**src/rtl/sample_out.sv**
```systemverilog
// sample_out: gain scaling on the shared multiplier, 16-bit saturation and I2S serialiser.
// Define SAMPLE_OUT_CLIP_EN to build the sticky clip flag; otherwise clip is tied low.
`timescale 1ns/1ps
module sample_out #(
   parameter int unsigned CLK_DIV = 16
) (
   input  logic        clk,
   input  logic        rst,
   input  logic        start,
   output logic        finish,
   input  logic [63:0] mult_p,
   output logic [31:0] mult_a,
   output logic [31:0] mult_b,
   input  logic [31:0] x,
   input  logic [31:0] gain,
   output logic        sample_req,
   output logic        bclk,
   output logic        lrck,
   output logic        sdata,
   output logic        clip
);
   localparam int unsigned    DIV_W    = (CLK_DIV > 1) ? $clog2(CLK_DIV) : 1;
   localparam logic [DIV_W-1:0] DIV_LAST = DIV_W'(CLK_DIV - 1);

   localparam logic [1:0] S_IDLE    = 2'd0;
   localparam logic [1:0] S_BUBBLE  = 2'd1;
   localparam logic [1:0] S_CAPTURE = 2'd2;
   localparam logic [1:0] S_FINISH  = 2'd3;

   logic [1:0]       r_state;
   logic [15:0]      r_hold;
   logic [DIV_W-1:0] r_div;
   logic             r_bclk;
   logic             r_lrck;
   logic             r_sdata;
   logic             r_sample_req;
   logic [4:0]       r_bit;
   logic [31:0]      r_shreg;

   logic             w_tick;
   logic             w_ovf;
   logic [15:0]      w_sat;
   logic             w_unused_lsbs;

   // Result window p[48:33] is exact only when everything above its sign bit matches it.
   always_comb begin
      w_ovf = ~((&mult_p[63:48]) | ~(|mult_p[63:48]));
      if (!w_ovf) begin
         w_sat = mult_p[48:33];
      end else if (mult_p[63]) begin
         w_sat = 16'h8000;
      end else begin
         w_sat = 16'h7FFF;
      end
   end

   assign w_unused_lsbs = ^mult_p[32:0];

   assign mult_a = (r_state == S_IDLE) ? gain : '0;
   assign mult_b = (r_state == S_IDLE) ? x    : '0;
   assign finish = (r_state == S_FINISH);

   always_ff @(posedge clk) begin
      if (rst) begin
         r_state <= S_IDLE;
         r_hold  <= '0;
      end else begin
         case (r_state)
            S_IDLE: begin
               if (start) begin
                  r_state <= S_BUBBLE;
               end
            end
            S_BUBBLE: begin
               r_state <= S_CAPTURE;
            end
            S_CAPTURE: begin
               r_hold  <= w_sat;
               r_state <= S_FINISH;
            end
            default: begin
               r_state <= S_IDLE;
            end
         endcase
      end
   end

`ifdef SAMPLE_OUT_CLIP_EN
   logic r_clip;

   always_ff @(posedge clk) begin
      if (rst) begin
         r_clip <= 1'b0;
      end else if ((r_state == S_CAPTURE) && w_ovf) begin
         r_clip <= 1'b1;
      end
   end

   assign clip = r_clip;
`else
   assign clip = 1'b0;
`endif

   assign w_tick = (r_div == DIV_LAST);

   // r_bit is the index of the bclk period that the next falling edge begins; bit 0 opens a frame.
   // The right-channel LSB leaves on bclk 0 of the following frame, so it is sent before the reload.
   always_ff @(posedge clk) begin
      if (rst) begin
         r_div        <= '0;
         r_bclk       <= 1'b0;
         r_bit        <= '0;
         r_lrck       <= 1'b0;
         r_sdata      <= 1'b0;
         r_shreg      <= '0;
         r_sample_req <= 1'b0;
      end else begin
         r_sample_req <= 1'b0;
         if (w_tick) begin
            r_div  <= '0;
            r_bclk <= ~r_bclk;
            if (r_bclk) begin
               r_bit   <= r_bit + 5'd1;
               r_lrck  <= r_bit[4];
               r_sdata <= r_shreg[31];
               if (r_bit == '0) begin
                  r_shreg      <= {r_hold, r_hold};
                  r_sample_req <= 1'b1;
               end else begin
                  r_shreg <= {r_shreg[30:0], 1'b0};
               end
            end
         end else begin
            r_div <= r_div + DIV_W'(1);
         end
      end
   end

   assign bclk       = r_bclk;
   assign lrck       = r_lrck;
   assign sdata      = r_sdata;
   assign sample_req = r_sample_req;

endmodule

```
**config.mk**
```make
export PLATFORM = sky130hd
export DESIGN_NAME = sample_out
export DESIGN_NICKNAME = d
export VERILOG_FILES = /design/src/rtl/sample_out.sv
export SDC_FILE = /design/constraint.sdc
export NUM_CORES = 1
export LEC_CHECK = 0
export ABC_AREA = 0
export CELL_PAD_IN_SITES_DETAIL_PLACEMENT = 2
export CELL_PAD_IN_SITES_GLOBAL_PLACEMENT = 2
export CORE_UTILIZATION = 18
export CTS_CLUSTER_DIAMETER = 50
export DETAILED_ROUTE_END_ITERATION = 12
export PLACE_DENSITY = 0.85
export SLEW_MARGIN = 20
export SYNTH_ARGS = -nofsm -noshare
export SYNTH_HDL_FRONTEND = slang
export SYNTH_SLANG_ARGS = --single-unit
export TNS_END_PERCENT = 100
```
**constraint.sdc**
```tcl
create_clock -name clk -period 2.2 [get_ports clk]
set_input_delay 0.44 -clock clk [delete_from_list [all_inputs] [get_ports clk]]
set_output_delay 0.44 -clock clk [all_outputs]
set_load 0.01 [all_outputs]
```
[Word-level counts from Yosys, hierarchy flattened]
Cells that the tools add are included.
Word-level totals
  flip-flop bits (word level): 63
  input bits: 131
  output and inout bits: 70
  word-level logic and storage cells: 35
Operators by class
  add/sub/neg operators: 2
  equal/unequal tests: 5
  multiplexer cells: 8
  bitwise gates (word level): 4
  reductions and logical operators: 7
Operators by type and width (number)
  $mux 32: 3
  $mux 16: 2
  $reduce_and 16->1: 1
  $reduce_or 16->1: 1
  $pmux 2 s3: 1
  $add 5x1->5 const B: 1
  $logic_not 5->1: 1
  $add 4x1->4 const B: 1
  $eq 2x2->1 const B: 2
  $eq 4x4->1 const B: 1
  $not 1->1: 3
  $reduce_or 3->1: 1
  $eq 2x1->1 const B: 1
  $logic_not 2->1: 1
  $mux 2: 1
  $ne 2x2->1 const B: 1
  $reduce_and 2->1: 1
  $reduce_or 2->1: 1
  $mux 1: 1
  $or 1x1->1: 1

[Logic depth before layout (Yosys ltp)]
Gate-level depths: netlist (run 1).
  depth in word-level cells: 4
  mapped depth: 7
  mapped depth without buffers: 5

[Least setup slack after synthesis (run 1)]
OpenSTA, ideal clock, no wires.
  kind: in2reg
  start point: in mult_p[62]
  end point: reg r_hold[10]
  library setup time: 0.119 ns
  arrival: 1.676 ns
  data required time: 2.081 ns
  slack: 0.406 ns
  stages: 5
  path buffers: 1
  path through: nand4_1 -> or4_4 -> a21bo_2 -> buf_6 -> o221a_2
On the way
  word-level cells in the longest chain between the ends: 4
  elaborated cells on any way between the ends: 5
  those cells by class: mux: 1; bitwise: 2; reduce/logical: 2
Ends and longest elaborated chain
  start, declared: line 11  | input logic [63:0] mult_p,
  $reduce_or 16->1: line 47  | w_ovf = ~((&mult_p[63:48]) | ~(|mult_p[63:48]));
  $not 1->1: line 47
  $or 1x1->1 *: line 47
  $mux 16 *: line 48  | if (!w_ovf) begin
  end signal, assigned: line 78  | r_hold <= w_sat;
  end, declared: line 31  | logic [15:0] r_hold;
Every way passes the cells marked *; elsewhere a longest branch is shown, timed or not.
A chain may end at the register's enable or synchronous reset.

[Worst setup path after layout (run 1)]
  start point: reg r_state[0]
  end point: out mult_a[20]
On the way
  word-level cells in the longest chain between the ends: 2
Ends and longest elaborated chain
  start, declared: line 30  | logic [1:0] r_state;
  start signal, assigned: line 65  | r_state <= S_IDLE;
  start signal, assigned: line 71  | r_state <= S_BUBBLE;
  start signal, assigned: line 75  | r_state <= S_CAPTURE;
  $logic_not 2->1: line 59  | assign mult_a = (r_state == S_IDLE) ? gain : '0;
  $mux 32: line 59
  end, declared: line 12  | output logic [31:0] mult_a,
Every way passes these cells.

==> results by group, run 1 <==
Drt
  – Routed vias: 3,246
  – Pre-antenna DRT Iters: 4
  – WL met2: 7380 um
  – Top sig layer: met4
  – M1 WL: 4680 um
  – Routed vias/inst: 4.42
  – Drt drc: 0
  – Antenna Violating Nets Remaining: 0
  – Met3 wire length: 747 um
  – WL/cell: 17.8 um
  – DR iter-0 viols: 141
  – WL final: 13,000 um

Worst setup path
  – CP Capture Type: output port
  – Crit path DAT: 1.68 ns
  – Crit-path max FO: 23
  – Cell with the largest stage delay on the worst path: dfxtp_1
  – Critical-path cell list: inv_2 > ha_4 > buf_12 > buf_12 > and2_1 > dlygate4sd2_1
  – CP max stage delay: 0.37 ns
  – CP required: 1.76 ns
  – Most frequent cell on the critical path: buf_12
  – Element type at the critical path start: flop
  – Crit path kind: flop to output port

GRT
  – GR Overflow Total: 0
  – First-pass GRT wire length: 20,800 um
  – Initial antenna violation count: 0
  – GRT Total Usage: 0.155
  – Number of global-route vias before repair: 3,809
  – Largest net degree at the start of global routing: 71

Die
  – CORE AREA: 16,100 um2
  – Die Y: 131 um
  – Site Rows: 46
  – Starting Density: 0.187
  – Die W: 131 um
  – # IOs: 201
  – Area of the die: 17,200 um2

Outcome
  – Status: finished clean

Yosys
  – Share of the synthesized area in the top cell type: 0.419
  – Top post-synthesis cells by area: dfxtp_1 (42%), and2_1 (13%), a311oi_1 (9.0%)
  – Top-count cell post-synth: and2_1
  – Yosys top cell by area: dfxtp_1
  – Avg Cell Area, Syn: 8.52 um2
  – Mapped Area: 3010 um2
  – Number of synthesized flops with an enable pin: 0
  – Yosys cell types: 34
  – Post-Syn Nets: 490
  – Yosys Warn Count: 0
  – Register area share after synthesis: 0.419
  – Main synth FF type: dfxtp_1
  – Commonest cells post-synth: and2_1 (64), dfxtp_1 (63), nand2_1 (58), nor2_1 (40), a311oi_1 (31)
  – Cell count after synthesis: 353
  – Synth Register Bits: 63
  – FFs w/ async S/R, synth: 0

Final layout
  – Layout cells sized above 1: 0.108
  – Finished Layout Cells: 734
  – P&R area growth vs syn: 73.4%
  – Nets: 650
  – Fillers: 1,837
  – Fin area: 5220 um2
  – Multi-input gate area: 1620 um2
  – Register area: 1260 um2
  – Ant. Diodes: 0

Placed design
  – Placed instance area: 4950 um2
  – PortBufs: 166
  – Post-detail-place hpwl: 9830 um
  – Placed Cells: 717
  – Placer Congestion: 0.782

Power and ir drop
  – Final Total Pwr: 5.25 mW
  – Pleak: 1.97 nW
  – PD cells: 1010 nW/um2
  – VDD IR-drop max: 541 uV
  – Flop pwr share: 0.262
  – Gate power share: 0.473
  – Int Pwr: 3.47 mW
  – Switch Pwr: 1.78 mW
  – Switch share: 0.339
  – Clk pwr share: 0.265

STA
  – Tmin final: 2.12 ns
  – Final Setup Violations: 0
  – F_max: 472 MHz
  – Fin crit share: 0.964
  – Max-slew violations: 0
  – Final Skew: 0.00435 ns
  – RSZ-0062 raised after global routing: no
  – Hold Vio Cnt, Final: 0

Clock tree
  – TritonCTS clock tree: done
  – CTS Sinks: 63
  – CTS root buf: clkbuf_16
  – Clock buffer depth: 2
  – CTS Buf Count: 9
  – Number of hold buffers added after cts: 0
  – Worst skew pair latency: 0.33 ns
  – Clk pin slew, worst setup/hold paths: 0.05 ns
  – H-tree levels: 3

Min path
  – HP Class: flop to flop

Job
  – # Max-Cap Violations: 0
cell families after synthesis:
family / Yosys count / share of synthesized area
AOI/OAI and AO/OA: 57 / 0.175
xor gates and xnor gates: 5 / 0.0146
adders and majority gates: 6 / 0.0250
buffers and inverters: 35 / 0.0504
DFF: 63 / 0.419
muxes: 2 / 0.00666
other: 1 / 0.00125
and+or+nand+nor: 184 / 0.308
cell usage in the layout, fill, tap and decap left out, drive strengths merged, types with 3 or more instances in the layout:
cell,count
nand2,58
nor4,4
xor2,3
dfxtp,63
buf,12
clkinv,4
nand4,7
inv,5
and2,64
ha,6
nor2,40
clkdlybuf4s50,102
a21oi,7
o221a,15
dlygate4sd2,64
clkbuf,10
a311oi,31
power groups by stage:
stage	Clock, mW	Combinational [mW]	Sequential (mW)
final	1.39	2.48	1.37
after global placement	0	2.61	1.38
after detailed placement	0	2.69	1.39
after floorplan	0	1.10	1.36
after CTS	1.42	2.55	1.37
after global routing	1.48	2.69	1.39
timing repair:
action | CTS | global route
setup buffers | 0 | 0
resized for setup | 72 | 0
setup endpoints to repair | 64 | 0
worst max-delay path, delay by kind of cell, from the launching register on:
family	cells	cell delay [ns]
flip-flops	1	0.37
AND/OR/NAND/NOR	1	0.14
buffers and inverters	4	0.65
adder cells (fa/ha/maj)	1	0.18
through the flow:
stage          hold WS (ns)  setup TNS [ns]  setup slack (ns)  utilization
2_1_floorplan         0.432               0             0.406            -
3_3_place_gp          0.449           -2.04            -0.138        0.307
3_5_place_dp          0.456           -2.26            -0.159        0.307
4_1_cts               0.467               0            0.0464        0.324
5_1_grt               0.498               0           0.00297        0.324
6_report              0.457               0            0.0797        0.324
path summary, 6_finish.rpt:
path / startpoint / to / slack (ns) / depth (start not counted)
worst min-delay path: lrck$_SDFFE_PP0P_ / lrck$_SDFFE_PP0P_ / 0.46 / 2
worst max register to register: r_bit[0]$_SDFFE_PP0P_ / r_shreg[4]$_SDFFE_PP0P_ / 0.31 / 6
worst max-delay path: r_state[0]$_SDFFE_PP0P_ / mult_a[20] / 0.08 / 6
worst min register to register: lrck$_SDFFE_PP0P_ / lrck$_SDFFE_PP0P_ / 0.46 / 2
final cells by class:
cell class,count,area share
Sequential cell,63,0.242
Clock inverter,6,0.0118
Inverter,5,0.00360
Timing Repair Buffer,179,0.336
Multi-Input combinational cell,255,0.311
Tap cell,216,0.0518
Clock buffer,10,0.0439
registers in the layout (all words and copies together) (netlist names):
signal / cells
bclk: 1
lrck: 1
r_bit: 5
r_div: 4
r_hold: 16
r_shreg: 32
r_state: 2
sample_req: 1
sdata: 1
per-layer routing:
metal	track usage	vias up
met5	0	-
met3	0.0432	15
li1	-	1548
met4	0.0471	0
met1	0.147	1568
met2	0.314	115
No activity file was read; power rests on OpenSTA's default activity.
==> run 2: changes to the inputs <==
- CORE_ASPECT_RATIO: unset -> 0.9
==> run 2 against run 1 <==
  * Combinational power up 3%
  * Critical path depth unchanged
  * Core utilization up 0.074 points
  * Global-route usage down 0.55 points
  * Total power up 4.7%
  * Maximum frequency up 0.34%
  * Hold slack better by 0.012 ns
  * Largest power group unchanged
==> results by group, run 2 (synthesis results as in run 1) <==
Worst setup path
  – Cell with the largest stage delay on the worst path: dfxtp_1
  – CP Capture Type: output port
  – Crit path DAT: 1.67 ns (about the same)
  – CP required: 1.76 ns (about the same)
  – R2R depth: 6 (unchanged)
  – CP max stage delay: 0.38 ns (about the same)
  – Critical-path cell list: inv_2 > ha_4 > buf_4 > buf_16 > and2_1 > dlygate4sd2_1
  – RR Endpoint: r_shreg[17]$_SDFFE_PP0P_
  – Crit path kind: flop to output port
  – Crit-path max FO: 16 (-30%)
  – Worst r2r src: r_bit[0]$_SDFFE_PP0P_
  – R2R Setup Slk: 0.31 ns (about the same)
  – Worst setup startpoint: r_state[0]$_SDFFE_PP0P_
  – Element type at the critical path start: flop

Final layout
  – Nets: 651 (+0.15%)
  – Commonest non-fill, non-tap cell in the layout: clkdlybuf4s50_1
  – Most flop-heavy register: r_shreg
  – Top flop regs: r_shreg: 32 flops, r_hold: 16 flops, r_bit: 5 flops
  – Ant. Diodes: 0 (unchanged)
  – Layout cells sized above 1: 0.108 (-0.000208)
  – Max reg flops: 32 (unchanged)
  – Util after Layout: 0.324 (+0.000743)
  – P&R area growth vs syn: 75.2%
  – Commonest non-fill, non-tap cells in the layout: clkdlybuf4s50_1 (102), dlygate4sd2_1 (64), and2_1 (62), dfxtp_1 (62), nand2_1 (58)

STA
  – Fin crit share: 0.961 (-0.00328)
  – Tmin final: 2.11 ns (-0.00722 ns)
  – Hold Vio Cnt, Final: 0 (unchanged)
  – F_max: 473 MHz (+0.34%)
  – Final Setup Violations: 0 (unchanged)
  – Final Skew: 0.00511 ns (+0.000768 ns)
  – Max-slew violations: 0 (unchanged)
  – Setup Total Neg Slack: 0 ns (unchanged)
  – RSZ-0062 raised after global routing: no

Drt
  – DR iter-0 viols: 139 (-1.4%)
  – Routed vias/inst: 4.51 (+1.9%)
  – Routed vias: 3,271 (+0.77%)
  – Antenna Violating Nets Remaining: 0 (unchanged)
  – Pre-antenna DRT Iters: 4 (unchanged)
  – Drt drc: 0 (unchanged)
  – WL/cell: 17.5 um (-1.3%)
  – WL final: 12,700 um (-2.3%)

Clock tree
  – CTS root buf: clkbuf_16
  – H-tree levels: 3 (unchanged)
  – Clk pin slew, worst setup/hold paths: 0.05 ns (about the same)
  – Worst skew pair latency: 0.33 ns (about the same)
  – CTS Buf Count: 9 (unchanged)
  – TritonCTS clock tree: done
  – Clock buffer depth: 2 (unchanged)
  – CTS Sinks: 63 (unchanged)

Min path
  – Hold path endpoint: sdata$_SDFFE_PP0P_
  – HP Class: flop to flop
  – Hold Path Stages: 2 (unchanged)
  – HP Start: r_shreg[31]$_SDFFE_PP0P_

Job
  – # Max-Cap Violations: 0 (unchanged)

Die
  – Die Y: 125 um (-5.1%)
  – Site Rows: 44 (-4.3%)
  – Area of the die: 17,200 um2 (about the same)
  – Starting Density: 0.185 (-0.00144)
  – CORE AREA: 16,200 um2 (+0.78%)
  – # IOs: 201 (unchanged)
  – Die W: 138 um (+5.3%)

GRT
  – First-pass GRT wire length: 20,200 um (-2.7%)
  – Number of global-route vias before repair: 3,791 (-0.47%)
  – GRT Total Usage: 0.149 (-0.00547)
  – Largest net degree at the start of global routing: 71 (unchanged)
  – GR Overflow Total: 0 (unchanged)
  – Initial antenna violation count: 0 (unchanged)

Placed design
  – Post-detail-place hpwl: 9440 um (-4.0%)
  – Placer Congestion: 0.926 (+18%)
  – PortBufs: 166 (unchanged)

Outcome
  – Status: finished clean

Power and ir drop
  – VDD IR-drop max: 474 uV (-12%)
  – Pleak: 1.99 nW (+1.1%)
  – Final Total Pwr: 5.49 mW (+4.7%)
  – PD cells: 1040 nW/um2 (+3.7%)
run 2: cell types whose count changed in the layout (fill, tap and decap cells not counted), sizes merged:
| cell | change |
|---|---|
| buf | +1 |
| clkinvlp | +1 |
| bufinv | +1 |
| clkinv | -3 |
| clkbuf | +1 |
run 2: per-layer routing:
| layer | up-vias | share of wire | track usage |
|---|---|---|---|
| met5 | - | 0 | 0 |
| met4 | 0 | 0.029 | 0.0575 |
| met2 | 107 | 0.54 | 0.294 |
| met3 | 18 | 0.051 | 0.0396 |
| met1 | 1592 | 0.38 | 0.148 |
| li1 | 1554 | - | - |
run 2: timing repair:
item                                   CTS  global route
hold buffers                             0             0
endpoints found under the hold margin    0             0
setup endpoints to repair               64             0
resized for setup                       71             0
buffers inserted                         1             0
run 2: worst max path at each step:
stage / slack [ns] / end / cells past startpoint
6_report: 0.09 / mult_b[7] / 6
5_1_grt: 0.02 / mult_b[7] / 6
4_1_cts: 0.07 / mult_a[3] / 6
3_5_place_dp: -0.16 / r_hold[11]$_SDFFE_PP0P_ / 5
3_3_place_gp: -0.11 / r_hold[12]$_SDFFE_PP0P_ / 5
2_1_floorplan: 0.41 / r_hold[10]$_SDFFE_PP0P_ / 5
run 2: critical path, delay by kind of cell, from the launching register on:
kind	cells	cell delay, ns
buf+inv	4	0.64
flops	1	0.38
fa+ha+maj	1	0.18
simple gates	1	0.14
run 2: through the flow:
step / hold slack [ns] / cell area [um2] / worst slack (ns) / instances
6_report: 0.470 / 5270 / 0.0869 / 726
5_1_grt: 0.490 / 5270 / 0.0216 / 726
4_1_cts: 0.471 / 5270 / 0.0719 / 726
3_5_place_dp: 0.460 / 4930 / -0.160 / 707
3_3_place_gp: 0.449 / 4930 / -0.107 / 707
2_1_floorplan: 0.432 / 3010 / 0.406 / 353
run 2: cell type report:
type	count	area, um2
clock buffers	11	253
well taps	207	259
flip-flops and latches	63	1260
multi-input cells	255	1610
clock inverters	5	80.1
repair buffers	180	1780
inverters	5	18.8
fillers	1778	11000
run 2: power breakdown:
group / switching (mW) / internal, mW / leakage [nW]
combinational: 1.20 / 1.35 / 1.32
clock: 0.515 / 1.05 / 0.158
sequential: 0.101 / 1.28 / 0.510
total: 1.81 / 3.68 / 1.99
==> RTL change 1: new RTL, flow settings as in run 2 <==
Change the parameter `CLK_DIV` from 16 to 32.
--- a/src/rtl/sample_out.sv
+++ b/src/rtl/sample_out.sv
@@ -2,7 +2,7 @@
 // Define SAMPLE_OUT_CLIP_EN to build the sticky clip flag; otherwise clip is tied low.
 `timescale 1ns/1ps
 module sample_out #(
-   parameter int unsigned CLK_DIV = 16
+   parameter int unsigned CLK_DIV = 32
 ) (
    input  logic        clk,
    input  logic        rst,
Function: no difference found for any inputs over 10 cycles, from zero or initial values and one cycle with rst high; that may be too few to reach the edited logic, so the function may still have changed.
==> RTL change 1 against run 2 <==
  * Global-route usage barely moved
  * Worst hold slack got worse by 9.5 ps
  * First-iteration DRC count down 27%
  * Total power is 27% lower
  * Routed wire length increased by 0.77%
  * Clock skew about the same
  * Design area shrank 0.50%
  * Area after synthesis rose by 1.7%
  * Setup slack got worse by 19 ps
  * Sequential cell count increased by 1
  * Count of clock-buffer cells in the layout increased by 2
  * Die area is 1.7% higher
  * Combinational power shrank 46%
  * Critical path type unchanged
  * Largest power group unchanged
  * Highest routed layer unchanged
==> RTL change 1: results (changes against run 2) <==
Placement
  • DP Area: 4960 um^2 (was 4930 um^2)
  • DP HPWL: 9420 um (was 9440 um)
  • Placed Cells: 709 (was 707)

Synthesis
  • Post-Syn Instances: 358 (was 353)
  • Synth Area in Adders: 3.27% (was 2.50%)
  • Ranking of synthesized cells by area: dfxtp_1, and2_1, a311oi_1 (unchanged)
  • Syn Nets: 497 (was 490)

Layout
  • Layout cells sized above 1: 9.62% (was 10.8%)
  • Final-layout clock-cell area share: 5.44% (was 6.32%)
  • Register Area: 1280 um^2 (was 1260 um^2)
  • Sequential cells: 64 (was 63)
  • Count of multi-input gates: 257 (was 255)
  • Count of non-CTS buffers in the layout: 178 (was 180)
  • NonClk Buf Share: 33.7% (was 33.8%)
  • # nets final: 654 (was 651)

Timing
  • Clock Skew: 5.16 ps (was 5.11 ps)
  • Minimum clock period: 2130 ps (was 2110 ps)
  • Hold WS: 460 ps (was 470 ps)

Drt
  • Routed via count: 3228 (was 3271)
  • Wire per inst: 17.6 um (was 17.5 um)

Power and ir drop
  • Peak supply drop: 287 uV (was 474 uV)

Critical path
  • Critical Path AT: 1690 ps (was 1670 ps)
  • R2R setup slack: 250 ps (was 310 ps)
  • R2R Path End: r_shreg[1] (was r_shreg[17])
  • CP Max Fanout: 17 (was 16)

Global routing
  • First-pass GRT wire length: 20100 um (was 20200 um)
  • Total global-route track usage: 14.9% (about the same)
  • Largest net degree at the start of global routing: 53 (was 71)

Hold path
  • Worst Hold End: lrck (was sdata)

Run status
  • Status: complete, no violations (unchanged)

Clocking
  • Setup bufs post-CTS: 0 (was 1)
  • Post-CTS sizing: 68 (was 71)
[RTL change 1: changes by cell type in the layout (fill, tap and decap cells not counted), moves of 2 or more]
cell / change
bufinv_16: -2
a21oi_1: -2
buf_4: -2
ha_1: +2
and2_4: -2
and2_1: +2
clkinv_2: +2
clkinvlp_4: -2
nor3_1: +2
[RTL change 1: worst max-delay path: stages, from the launching register on]
cell,delay (ps)
dfxtp_2,340
inv_2,90
ha_4,200
bufbuf_16,300
and2_1,120
dlygate4sd2_1,320
[RTL change 1: per-layer routing]
| metal | up-vias | routed length, um | global-route usage (%) |
|---|---|---|---|
| li1 | 1558 | - | - |
| met1 | 1589 | 5410 | 16.8 |
| met2 | 73 | 6730 | 28.1 |
| met3 | 8 | 606 | 3.61 |
| met4 | 0 | 85 | 3.20 |
| met5 | - | 0 | 0 |
[RTL change 1: power breakdown]
group          internal [mW]  switching [mW]
Clock                  0.848           0.493
Sequential              1.23          0.0459
Combinational          0.753           0.626
Total                   2.83            1.17
==> RTL change 2: new RTL, flow settings as in run 2 <==
Made on the original files. Put a register stage on the outputs `finish`, `mult_a` and `mult_b`, without a reset. The values now appear one clock later. The other outputs are not delayed to match.
--- a/src/rtl/sample_out.sv
+++ b/src/rtl/sample_out.sv
@@ -56,9 +56,11 @@
 
    assign w_unused_lsbs = ^mult_p[32:0];
 
-   assign mult_a = (r_state == S_IDLE) ? gain : '0;
-   assign mult_b = (r_state == S_IDLE) ? x    : '0;
-   assign finish = (r_state == S_FINISH);
+   always_ff @(posedge clk) begin
+      finish <= (r_state == S_FINISH);
+      mult_a <= (r_state == S_IDLE) ? gain : '0;
+      mult_b <= (r_state == S_IDLE) ? x    : '0;
+   end
 
    always_ff @(posedge clk) begin
       if (rst) begin
Function: changed (Yosys sat finds a counterexample within 4 cycles, from zero or initial values and one cycle with rst high).
==> RTL change 2 against run 2 <==
  * Total power rose by 53%
  * Clock skew rose by 5.6 ps
  * Routed wire length rose by 6.0%
  * Sequential cell count rose by 65
  * Setup slack improved by 140 ps
  * Design area rose by 32%
  * Area after synthesis rose by 43%
  * Die area rose by 43%
  * Clock power rose by 80%
  * Largest cell class is now sequential cells
  * Largest power group is now sequential cells
  * Highest routed layer unchanged
==> RTL change 2: results (changes against run 2) <==
Synthesis
  • Ranking of synthesized cells by area: dfxtp_1, and2_1, a311oi_1 (unchanged)
  • Post-synthesis compound-gate area fraction: 12.2% (was 17.5%)
  • Sequential cell area fraction in the yosys report: 59.5% (was 41.9%)
  • Synth Area in Adders: 1.74% (was 2.50%)
  • Post-synthesis xor/xnor area fraction: 1.02% (was 1.46%)
  • Mux cell area share after synthesis: 0.465% (was 0.666%)

Global routing
  • Vias in the first global route: 4086 (was 3791)
  • First-pass GRT wire length: 21400 um (was 20200 um)
  • Total global-route track usage: 11.5% (was 14.9%)
  • Largest net degree at the start of global routing: 71 (unchanged)
  • Met3 Track Usage GR: 5.42% (was 3.96%)
  • M2 GR Usage: 20.9% (was 29.4%)
  • Grt met1 use: 11.3% (was 14.8%)

Drt
  • WL met3: 1030 um (was 646 um)
  • WL met2: 7240 um (was 6910 um)
  • First DRT Iteration DRCs: 146 (was 139)
  • Met1 WL: 5030 um (was 4810 um)
  • Vias per inst: 4.08 (was 4.51)

Power and ir drop
  • LEAKAGE: 2.44 nW (was 1.99 nW)
  • Peak supply drop: 558 uV (was 474 uV)

Critical path
  • CP Max Fanout: 15 (was 16)
  • Critical Path AT: 2270 ps (was 1670 ps)
  • Worst Setup SP: mult_p[62] (was r_state[0])

Placement
  • PortBufs: 166 (unchanged)
  • GPL Wtd Cong: 0.677 (was 0.926)
  • Dpl ws: -184 ps (was -160 ps)
  • DP HPWL: 9510 um (was 9440 um)
  • Placed Cells: 870 (was 707)

Layout
  • Fillers: 2529 (was 1778)
  • Post-route cell area: 6930 um^2 (was 5270 um^2)
  • # nets final: 724 (was 651)
  • Fin cells: 902 (was 726)
  • Layout cells sized above 1: 11.2% (was 10.8%)

Timing
  • Clock Skew: 10.7 ps (was 5.11 ps)

Clocking
  • H-tree levels: 4 (was 3)
  • Number of CTS-inserted buffers: 17 (was 9)
  • Worst-skew pair later-pin latency: 420 ps (was 330 ps)

Run status
  • Status: complete, no violations (unchanged)
[RTL change 2: report_power, final]
| group | leakage [nW] | internal (mW) | switching [mW] |
|---|---|---|---|
| Sequential | 1.05 | 2.94 | 0.215 |
| Combinational | 1.12 | 1.37 | 1.05 |
| Clock | 0.270 | 1.69 | 1.13 |
| Total | 2.44 | 5.99 | 2.40 |
[RTL change 2: worst max-delay path: stages]
cell             delay [ps]
clkdlybuf4s50_1         480
nand4_1                 120
or4_4                   580
a21bo_2                 360
o221a_2                 280
[RTL change 2: final timing paths]
check | to | slack, ps | depth (start not counted)
worst max-delay path | r_hold[3] | 230 | 5
worst min-delay path | lrck | 460 | 2
worst max register to register | r_shreg[22] | 340 | 6
worst min register to register | lrck | 460 | 2
[RTL change 2: area by class of cell]
cell class / count / area share [%]
clock buffers: 18 / 6.19
clock inverters: 14 / 2.29
inverters: 5 / 0.271
multi-input cells: 255 / 23.0
flip-flops and latches: 128 / 37.0
well taps: 302 / 5.45
repair buffers: 180 / 25.8
